**src/rtl/instr_reg_scheduler_pkg.sv**
```systemverilog
// Shared types and constants for instr_register and its scheduler.
// Depth, operand/opcode/address types and the scheduler state enum.
package instr_register_pkg;

  localparam int INSTR_DEPTH = 32;
  localparam int AW = $clog2(INSTR_DEPTH);

  typedef enum logic [3:0] {
    ZERO, PASSA, PASSB, ADD,
    SUB, MULT, DIV, MOD
  } opcode_t;

  typedef logic signed [31:0] operand_t;
  typedef logic [AW-1:0] address_t;
  typedef logic [AW:0] count_t;

  typedef struct packed {
    opcode_t  opc;
    operand_t op_a;
    operand_t op_b;
  } instruction_t;

  typedef enum logic {
    IDLE,
    SWEEP
  } sched_state_t;

endpackage

```
**src/rtl/instr_reg_scheduler_if.sv**
```systemverilog
// Two-producer valid/ready request bundle for instr_reg_scheduler.
// master = producers, slave = scheduler.
interface instr_reg_scheduler_if;
  import instr_register_pkg::*;

  logic     req0_valid;
  logic     req0_ready;
  opcode_t  req0_opcode;
  operand_t req0_operand_a;
  operand_t req0_operand_b;

  logic     req1_valid;
  logic     req1_ready;
  opcode_t  req1_opcode;
  operand_t req1_operand_a;
  operand_t req1_operand_b;

  modport master (
    output req0_valid, req0_opcode,
    output req0_operand_a, req0_operand_b,
    output req1_valid, req1_opcode,
    output req1_operand_a, req1_operand_b,
    input  req0_ready, req1_ready
  );

  modport slave (
    input  req0_valid, req0_opcode,
    input  req0_operand_a, req0_operand_b,
    input  req1_valid, req1_opcode,
    input  req1_operand_a, req1_operand_b,
    output req0_ready, req1_ready
  );

endinterface

```
**src/rtl/instr_reg_scheduler_arbiter.sv**
```systemverilog
// 2-way grant logic for the scheduler write port.
// INSTR_SCHED_RR_EN selects round-robin; otherwise requester 0 wins.
module instr_rr_arbiter (
`ifdef INSTR_SCHED_RR_EN
  input  logic clk,
  input  logic reset_n,
`endif
  input  logic en,
  input  logic valid0,
  input  logic valid1,
  output logic grant0,
  output logic grant1
);

`ifdef INSTR_SCHED_RR_EN
  logic last_grant;
  logic contend;

  assign contend = en & valid0 & valid1;
  // last_grant = 1 means requester 1 was served last
  assign grant0 = en & valid0 & (~valid1 | last_grant);
  assign grant1 = en & valid1 & (~valid0 | ~last_grant);

  always_ff @(posedge clk) begin
    if (!reset_n)
      last_grant <= 1'b1;
    else if (contend)
      last_grant <= ~last_grant;
  end
`else
  assign grant0 = en & valid0;
  assign grant1 = en & valid1 & ~valid0;
`endif

endmodule

```
**src/rtl/instr_reg_scheduler.sv**
```systemverilog
// Load/readback controller for instr_register (IDLE/SWEEP FSM).
// Arbitration mode set by macro INSTR_SCHED_RR_EN.
module instr_reg_scheduler
  import instr_register_pkg::*;
#(
  parameter int DEPTH = INSTR_DEPTH
) (
  input  logic                 clk,
  input  logic                 reset_n,
  instr_reg_scheduler_if.slave req,
  output logic                 load_en,
  output opcode_t              opcode,
  output operand_t             operand_a,
  output operand_t             operand_b,
  output address_t             write_pointer,
  output address_t             read_pointer,
  input  instruction_t         instruction_word,
  input  logic                 run_start,
  output logic                 rd_valid,
  output instruction_t         rd_instr,
  output address_t             rd_index,
  output logic                 done,
  output count_t               count,
  output logic                 full,
  output logic                 busy
);

  sched_state_t state;
  logic accept;
  logic grant0;
  logic grant1;
  logic last;

  assign full = (count == count_t'(DEPTH));
  assign busy = (state == SWEEP);
  assign accept = reset_n & (state == IDLE)
                & ~full & ~run_start;
  assign last = ({1'b0, read_pointer} == count - count_t'(1));

  instr_rr_arbiter u_arb (
`ifdef INSTR_SCHED_RR_EN
    .clk     (clk),
    .reset_n (reset_n),
`endif
    .en      (accept),
    .valid0  (req.req0_valid),
    .valid1  (req.req1_valid),
    .grant0  (grant0),
    .grant1  (grant1)
  );

  assign req.req0_ready = grant0;
  assign req.req1_ready = grant1;

  always_ff @(posedge clk) begin
    if (!reset_n) begin
      state         <= IDLE;
      load_en       <= 1'b0;
      opcode        <= ZERO;
      operand_a     <= '0;
      operand_b     <= '0;
      write_pointer <= '0;
      read_pointer  <= '0;
      rd_valid      <= 1'b0;
      rd_instr      <= '0;
      rd_index      <= '0;
      done          <= 1'b0;
      count         <= '0;
    end else begin
      load_en  <= grant0 | grant1;
      rd_valid <= 1'b0;
      done     <= 1'b0;
      unique case (state)
        IDLE: begin
          if (grant0 | grant1) begin
            opcode        <= grant0 ? req.req0_opcode
                                    : req.req1_opcode;
            operand_a     <= grant0 ? req.req0_operand_a
                                    : req.req1_operand_a;
            operand_b     <= grant0 ? req.req0_operand_b
                                    : req.req1_operand_b;
            write_pointer <= count[AW-1:0];
            count         <= count + count_t'(1);
          end
          if (run_start && count != '0)
            state <= SWEEP;
        end
        SWEEP: begin
          // done is high while the last entry is presented
          if (done) begin
            state        <= IDLE;
            count        <= '0;
            read_pointer <= '0;
          end else begin
            rd_valid <= 1'b1;
            rd_instr <= instruction_word;
            rd_index <= read_pointer;
            done     <= last;
            if (!last)
              read_pointer <= read_pointer + address_t'(1);
          end
        end
      endcase
    end
  end

endmodule

```
**src/flat_wrapper.sv**
```systemverilog
// flat-port wrapper written by rule: the top's interface ports become plain ports
module instr_reg_scheduler_flat import instr_register_pkg::*;
#(
  parameter int DEPTH = INSTR_DEPTH
)
  (clk, reset_n, load_en, opcode, operand_a, operand_b, write_pointer, read_pointer, instruction_word, run_start, rd_valid, rd_instr, rd_index, done, count, full, busy, req_req0_valid, req_req0_opcode, req_req0_operand_a, req_req0_operand_b, req_req1_valid, req_req1_opcode, req_req1_operand_a, req_req1_operand_b, req_req0_ready, req_req1_ready);
  instr_reg_scheduler_if req_i ();
  input  logic clk;
  input  logic reset_n;
  output logic load_en;
  output opcode_t opcode;
  output operand_t operand_a;
  output operand_t operand_b;
  output address_t write_pointer;
  output address_t read_pointer;
  input  instruction_t instruction_word;
  input  logic run_start;
  output logic rd_valid;
  output instruction_t rd_instr;
  output address_t rd_index;
  output logic done;
  output count_t count;
  output logic full;
  output logic busy;
  input wire logic [$bits(req_i.req0_valid)-1:0] req_req0_valid;
  input wire logic [$bits(req_i.req0_opcode)-1:0] req_req0_opcode;
  input wire logic [$bits(req_i.req0_operand_a)-1:0] req_req0_operand_a;
  input wire logic [$bits(req_i.req0_operand_b)-1:0] req_req0_operand_b;
  input wire logic [$bits(req_i.req1_valid)-1:0] req_req1_valid;
  input wire logic [$bits(req_i.req1_opcode)-1:0] req_req1_opcode;
  input wire logic [$bits(req_i.req1_operand_a)-1:0] req_req1_operand_a;
  input wire logic [$bits(req_i.req1_operand_b)-1:0] req_req1_operand_b;
  output wire logic [$bits(req_i.req0_ready)-1:0] req_req0_ready;
  output wire logic [$bits(req_i.req1_ready)-1:0] req_req1_ready;
  assign req_i.req0_valid = req_req0_valid;
  assign req_i.req0_opcode = req_req0_opcode;
  assign req_i.req0_operand_a = req_req0_operand_a;
  assign req_i.req0_operand_b = req_req0_operand_b;
  assign req_i.req1_valid = req_req1_valid;
  assign req_i.req1_opcode = req_req1_opcode;
  assign req_i.req1_operand_a = req_req1_operand_a;
  assign req_i.req1_operand_b = req_req1_operand_b;
  assign req_req0_ready = req_i.req0_ready;
  assign req_req1_ready = req_i.req1_ready;
  instr_reg_scheduler #(.DEPTH(DEPTH)) u_core (.clk(clk), .reset_n(reset_n), .req(req_i), .load_en(load_en), .opcode(opcode), .operand_a(operand_a), .operand_b(operand_b), .write_pointer(write_pointer), .read_pointer(read_pointer), .instruction_word(instruction_word), .run_start(run_start), .rd_valid(rd_valid), .rd_instr(rd_instr), .rd_index(rd_index), .done(done), .count(count), .full(full), .busy(busy));
endmodule
```
**config.mk**
```make
export PLATFORM = sky130hd
export DESIGN_NAME = instr_reg_scheduler_flat
export DESIGN_NICKNAME = d
export VERILOG_FILES = /design/src/rtl/instr_reg_scheduler_pkg.sv /design/src/rtl/instr_reg_scheduler_if.sv /design/src/rtl/instr_reg_scheduler_arbiter.sv /design/src/rtl/instr_reg_scheduler.sv /design/src/flat_wrapper.sv
export SDC_FILE = /design/constraint.sdc
export NUM_CORES = 1
export LEC_CHECK = 0
export ABC_CLOCK_PERIOD_IN_PS = 4810
export CAP_MARGIN = 10
export CORE_MARGIN = 2
export CORE_UTILIZATION = 23
export DETAILED_ROUTE_END_ITERATION = 8
export GPL_ROUTABILITY_DRIVEN = 0
export HOLD_SLACK_MARGIN = 0.12
export RECOVER_POWER = 50
export SLEW_MARGIN = 20
export SYNTH_ARGS = -nofsm -noshare
export SYNTH_HDL_FRONTEND = slang
export SYNTH_HIERARCHICAL = 1
export SYNTH_SLANG_ARGS = --single-unit
```
**constraint.sdc**
```tcl
create_clock -name clk -period 4.81 [get_ports clk]
set_input_delay 1.2025 -clock clk [delete_from_list [all_inputs] [get_ports clk]]
set_output_delay 1.2025 -clock clk [all_outputs]
set_load 0.01 [all_outputs]
```
==> results.py, run 1 <==
metrics = {
    "pwr": {
        "power_density_nw_per_um2": 302.7,
        "switchingPower_uw": 913.7,
        "peakVddDrop_uv": 192.3,
        "pwr-share-seq_pct": 42.6,
        "p_leak_nw": 4.243,
        "clockPowerShare_pct": 40.4,
        "swShare_pct": 27.10,
        "power_mw": 3.372,
        "p_int_mw": 2.458,
        "p_comb_share_pct": 16.9,
    },
    "timing": {
        "worst_slew_pin_slew_ns": 1.501,
        "grt_setup_unrepaired": "false",
        "setup_slack_ns": 0.3906,
        "min_period_ns": 4.419,
        "max_freq_mhz": 226.3,
        "maxSlewViolCount": 24,
        "hold_viol_final": 0,
        "finClkSkew_ns": 0.009654,
        "min_period_over_period_pct": 91.88,
        "slew_headroom_pct": -0.4086,
        "setup_viol": 0,
        "setup_tns_ns": 0,
    },
    "die": {
        "io_pins": 373,
        "start_util_pct": 23.32,
        "die_h_um": 171.8,
        "num_rows": 61,
        "fp.dieW_um": 171.8,
        "design.die.area_um2": 29520,
        "coreArea_um2": 27780,
    },
    "routing": {
        "routed_wl_um": 22490,
        "drc": 0,
        "drtPass1Iterations": 4,
        "vias": 6455,
        "drt-wirelength-per-cell_um": 15.13,
        "viasPerCell": 4.344,
        "antenna_left": 0,
        "drtIter0Drc": 315,
    },
    "min_path": {
        "hold_path.class": "register to register",
    },
    "cts": {
        "root_buffer": "clkbuf_16",
        "cts_buffers": 17,
        "cts.sinks": 161,
        "cts_hold_buf": 0,
        "cts_tree": "yes",
        "post_cts_buffers": 0,
        "clockBufferDepth": 2,
        "clk_latency_ns": 0.43,
        "cts_max_level": 4,
        "ctsResizeCount": 0,
        "clk_transition_reported_paths_ns": 0.07,
    },
    "logic_synthesis": {
        "syn-instance-count": 752,
        "ys_async_sr_fraction_pct": 0,
        "netlist_area_um2": 6477,
        "synth_warnings": 6,
        "synth.avg_cell_area_um2": 8.614,
        "ys.flop_type": "dfxtp_1",
        "synth_edf_count": 0,
        "synth.distinct_cells": 42,
        "ys_seq_area_share_pct": 49.76,
        "ys_ff_latch": 161,
        "synth_fp_nets": 965,
    },
    "placement": {
        "place_area_um2": 10560,
        "portBuffers": 372,
        "dpl.hpwl_um": 15990,
        "pre_cts_ws_ns": 0.2511,
    },
    "run": {
        "drv_cap": 1,
    },
    "final_layout": {
        "drive_above_1_share_pct": 4.603,
        "antenna_cells": 0,
        "final_nets": 1308,
        "syn2layout_area_growth_pct": 71.99,
        "final_area_um2": 11140,
        "fillers": 2817,
    },
    "critical_path": {
        "worst_path_max_delay_cell": "clkdlybuf4s50_1",
        "cpMostUsedCell": "clkdlybuf4s50_1",
        "cp_slowest_stage_delay_ns": 0.59,
        "cp_max_fo": 3,
        "worstSetupPathType": "primary input to output port",
        "cp-start-kind": "primary input",
        "critical_path_arrival_ns": 3.22,
        "worstSetupEndpointType": "output port",
        "cp_data_required_time_ns": 3.61,
        "worst-path-buf-inv": 4,
        "crit_chain": "clkdlybuf4s50_1 -> inv_4 -> nor4_1 -> buf_4 -> and3b_1 -> clkdlybuf4s50_1",
        "cpLargestDelayFamily": "buffers and inverters",
    },
    "global_routing": {
        "grt.overflow.total": 0,
        "use_met3_pct": 6.282,
        "grt_util_met2_pct": 25.56,
        "antenna_found_initial": 1,
        "gr-usage-met1_pct": 16.24,
        "grt_pass1_wl_um": 33400,
        "top_usage_layer": "met2",
        "grt.total_usage_pct": 14.58,
        "first_global_vias": 6227,
        "grt_max_degree": 99,
    },
    "outcome": {
        "status": "finished with violations",
        "violations": "capacitance limit, slew limit",
    },
}
sequential cells by signal, summed over array words and instances, names as in the netlist:
name	cells
u_core/count	6
u_core/rd_valid	1
u_core/operand_a	32
u_core/opcode	4
u_core/rd_index	5
u_core/load_en	1
u_core/busy	1
u_core/done	1
u_core/rd_instr	68
u_core/operand_b	32
u_core/read_pointer	5
u_core/write_pointer	5
kinds of logic after synthesis:
logic type	after synthesis	share of synthesized area, %
xor+xnor	8	1.082
flops	161	49.76
compound gates	169	16.26
fa+ha+maj	4	0.7727
mux	68	10.51
buf+inv	68	4.307
simple gates	274	17.31
cells in the mapped netlist, types with 2 or more instances:
cell	instances	area (µm²)
a21oi_1	86	430.4
mux2i_1	68	680.7
nand2_1	167	626.9
inv_1	6	22.52
xor2_1	4	35.03
clkbuf_1	43	161.4
o21ai_0	2	10.01
buf_1	5	18.77
nor4b_1	2	17.52
nand4_1	2	12.51
dfxtp_1	161	3223
nor2_1	79	296.5
xnor2_1	4	35.03
and3_1	3	18.77
a31oi_1	2	12.51
nand2b_1	5	31.28
buf_2	13	65.06
ha_1	4	50.05
nand3_1	4	20.02
a211oi_1	68	510.5
nand3b_1	3	22.52
power groups by stage:
stage,clock network (mW),registers [mW],logic [mW]
after floorplan,0,1.50,0.200
after global placement,0,1.47,0.599
after detailed placement,0,1.47,0.601
after CTS,1.42,1.44,0.604
after global routing,1.48,1.45,0.625
final,1.36,1.44,0.570
layer usage:
metal | vias up | part of all wire, %
met5 | - | 0.044
met4 | 2 | 0.64
met3 | 9 | 10
met2 | 250 | 49
met1 | 2928 | 40
li1 | 3266 | -
worst paths after layout:
kind,from,to,slack [ns],cells past startpoint
setup / recovery,reset_n,req_req1_ready,0.39,6
hold / removal,u_core/rd_instr[16]$_SDFFE_PN0P_,u_core/rd_instr[16]$_SDFFE_PN0P_,0.45,2
setup reg to reg,u_core/busy$_SDFF_PN0_,u_core/rd_instr[40]$_SDFFE_PN0P_,1.14,5
hold reg to reg,u_core/rd_instr[16]$_SDFFE_PN0P_,u_core/rd_instr[16]$_SDFFE_PN0P_,0.45,2
placed cells by master, fill, tap and decap left out, types with 2 or more instances in the layout:
| cell type | instances |
|---|---|
| a211oi_1 | 68 |
| a21oi_1 | 86 |
| a31oi_1 | 2 |
| and3_1 | 3 |
| buf_12 | 3 |
| buf_4 | 10 |
| clkbuf_16 | 17 |
| clkdlybuf4s50_1 | 224 |
| clkinv_2 | 4 |
| dfxtp_1 | 161 |
| dlygate4sd3_1 | 148 |
| ha_1 | 4 |
| inv_1 | 5 |
| inv_6 | 5 |
| inv_8 | 2 |
| mux2i_1 | 68 |
| nand2_1 | 167 |
| nand2b_1 | 4 |
| nand3_1 | 4 |
| nand3b_1 | 3 |
| nand4_1 | 2 |
| nor2_1 | 78 |
| nor3_1 | 2 |
| nor4b_1 | 2 |
| o21ai_0 | 2 |
| xnor2_1 | 4 |
| xor2_1 | 4 |
cell type report:
cell class | instances | area, µm² | share of cell area [%]
Timing Repair Buffer | 386 | 3864 | 34.68
Clock inverter | 15 | 148.9 | 1.336
Tap cell | 378 | 473.0 | 4.245
Multi-Input combinational cell | 523 | 2982 | 26.76
Clock buffer | 17 | 425.4 | 3.819
Inverter | 6 | 25.02 | 0.2246
Sequential cell | 161 | 3223 | 28.93
stage by stage:
step           hold WS (ns)  utilization (%)  cells
2_1_floorplan        0.4805                -    752
3_3_place_gp         0.4415            38.02   1453
3_5_place_dp         0.4466            38.02   1453
4_1_cts              0.4565            40.08   1485
5_1_grt              0.4725            40.10   1486
6_report             0.4497            40.10   1486
worst reg2reg max path, cell delays in order, from the launching register on:
cell,delay (ns)
dfxtp_1,0.65
inv_1,0.29
nor2_1,1.18
clkbuf_2,1.04
nand2_1,0.26
a21oi_1,0.17
Power figures use the tool's default switching activity.
==> inputs of run 2 (changes only) <==
- SKIP_CTS_REPAIR_TIMING: default -> 1
==> results of run 2 <==
No change in the layout: final DEF, timing and power equal those of run 1.
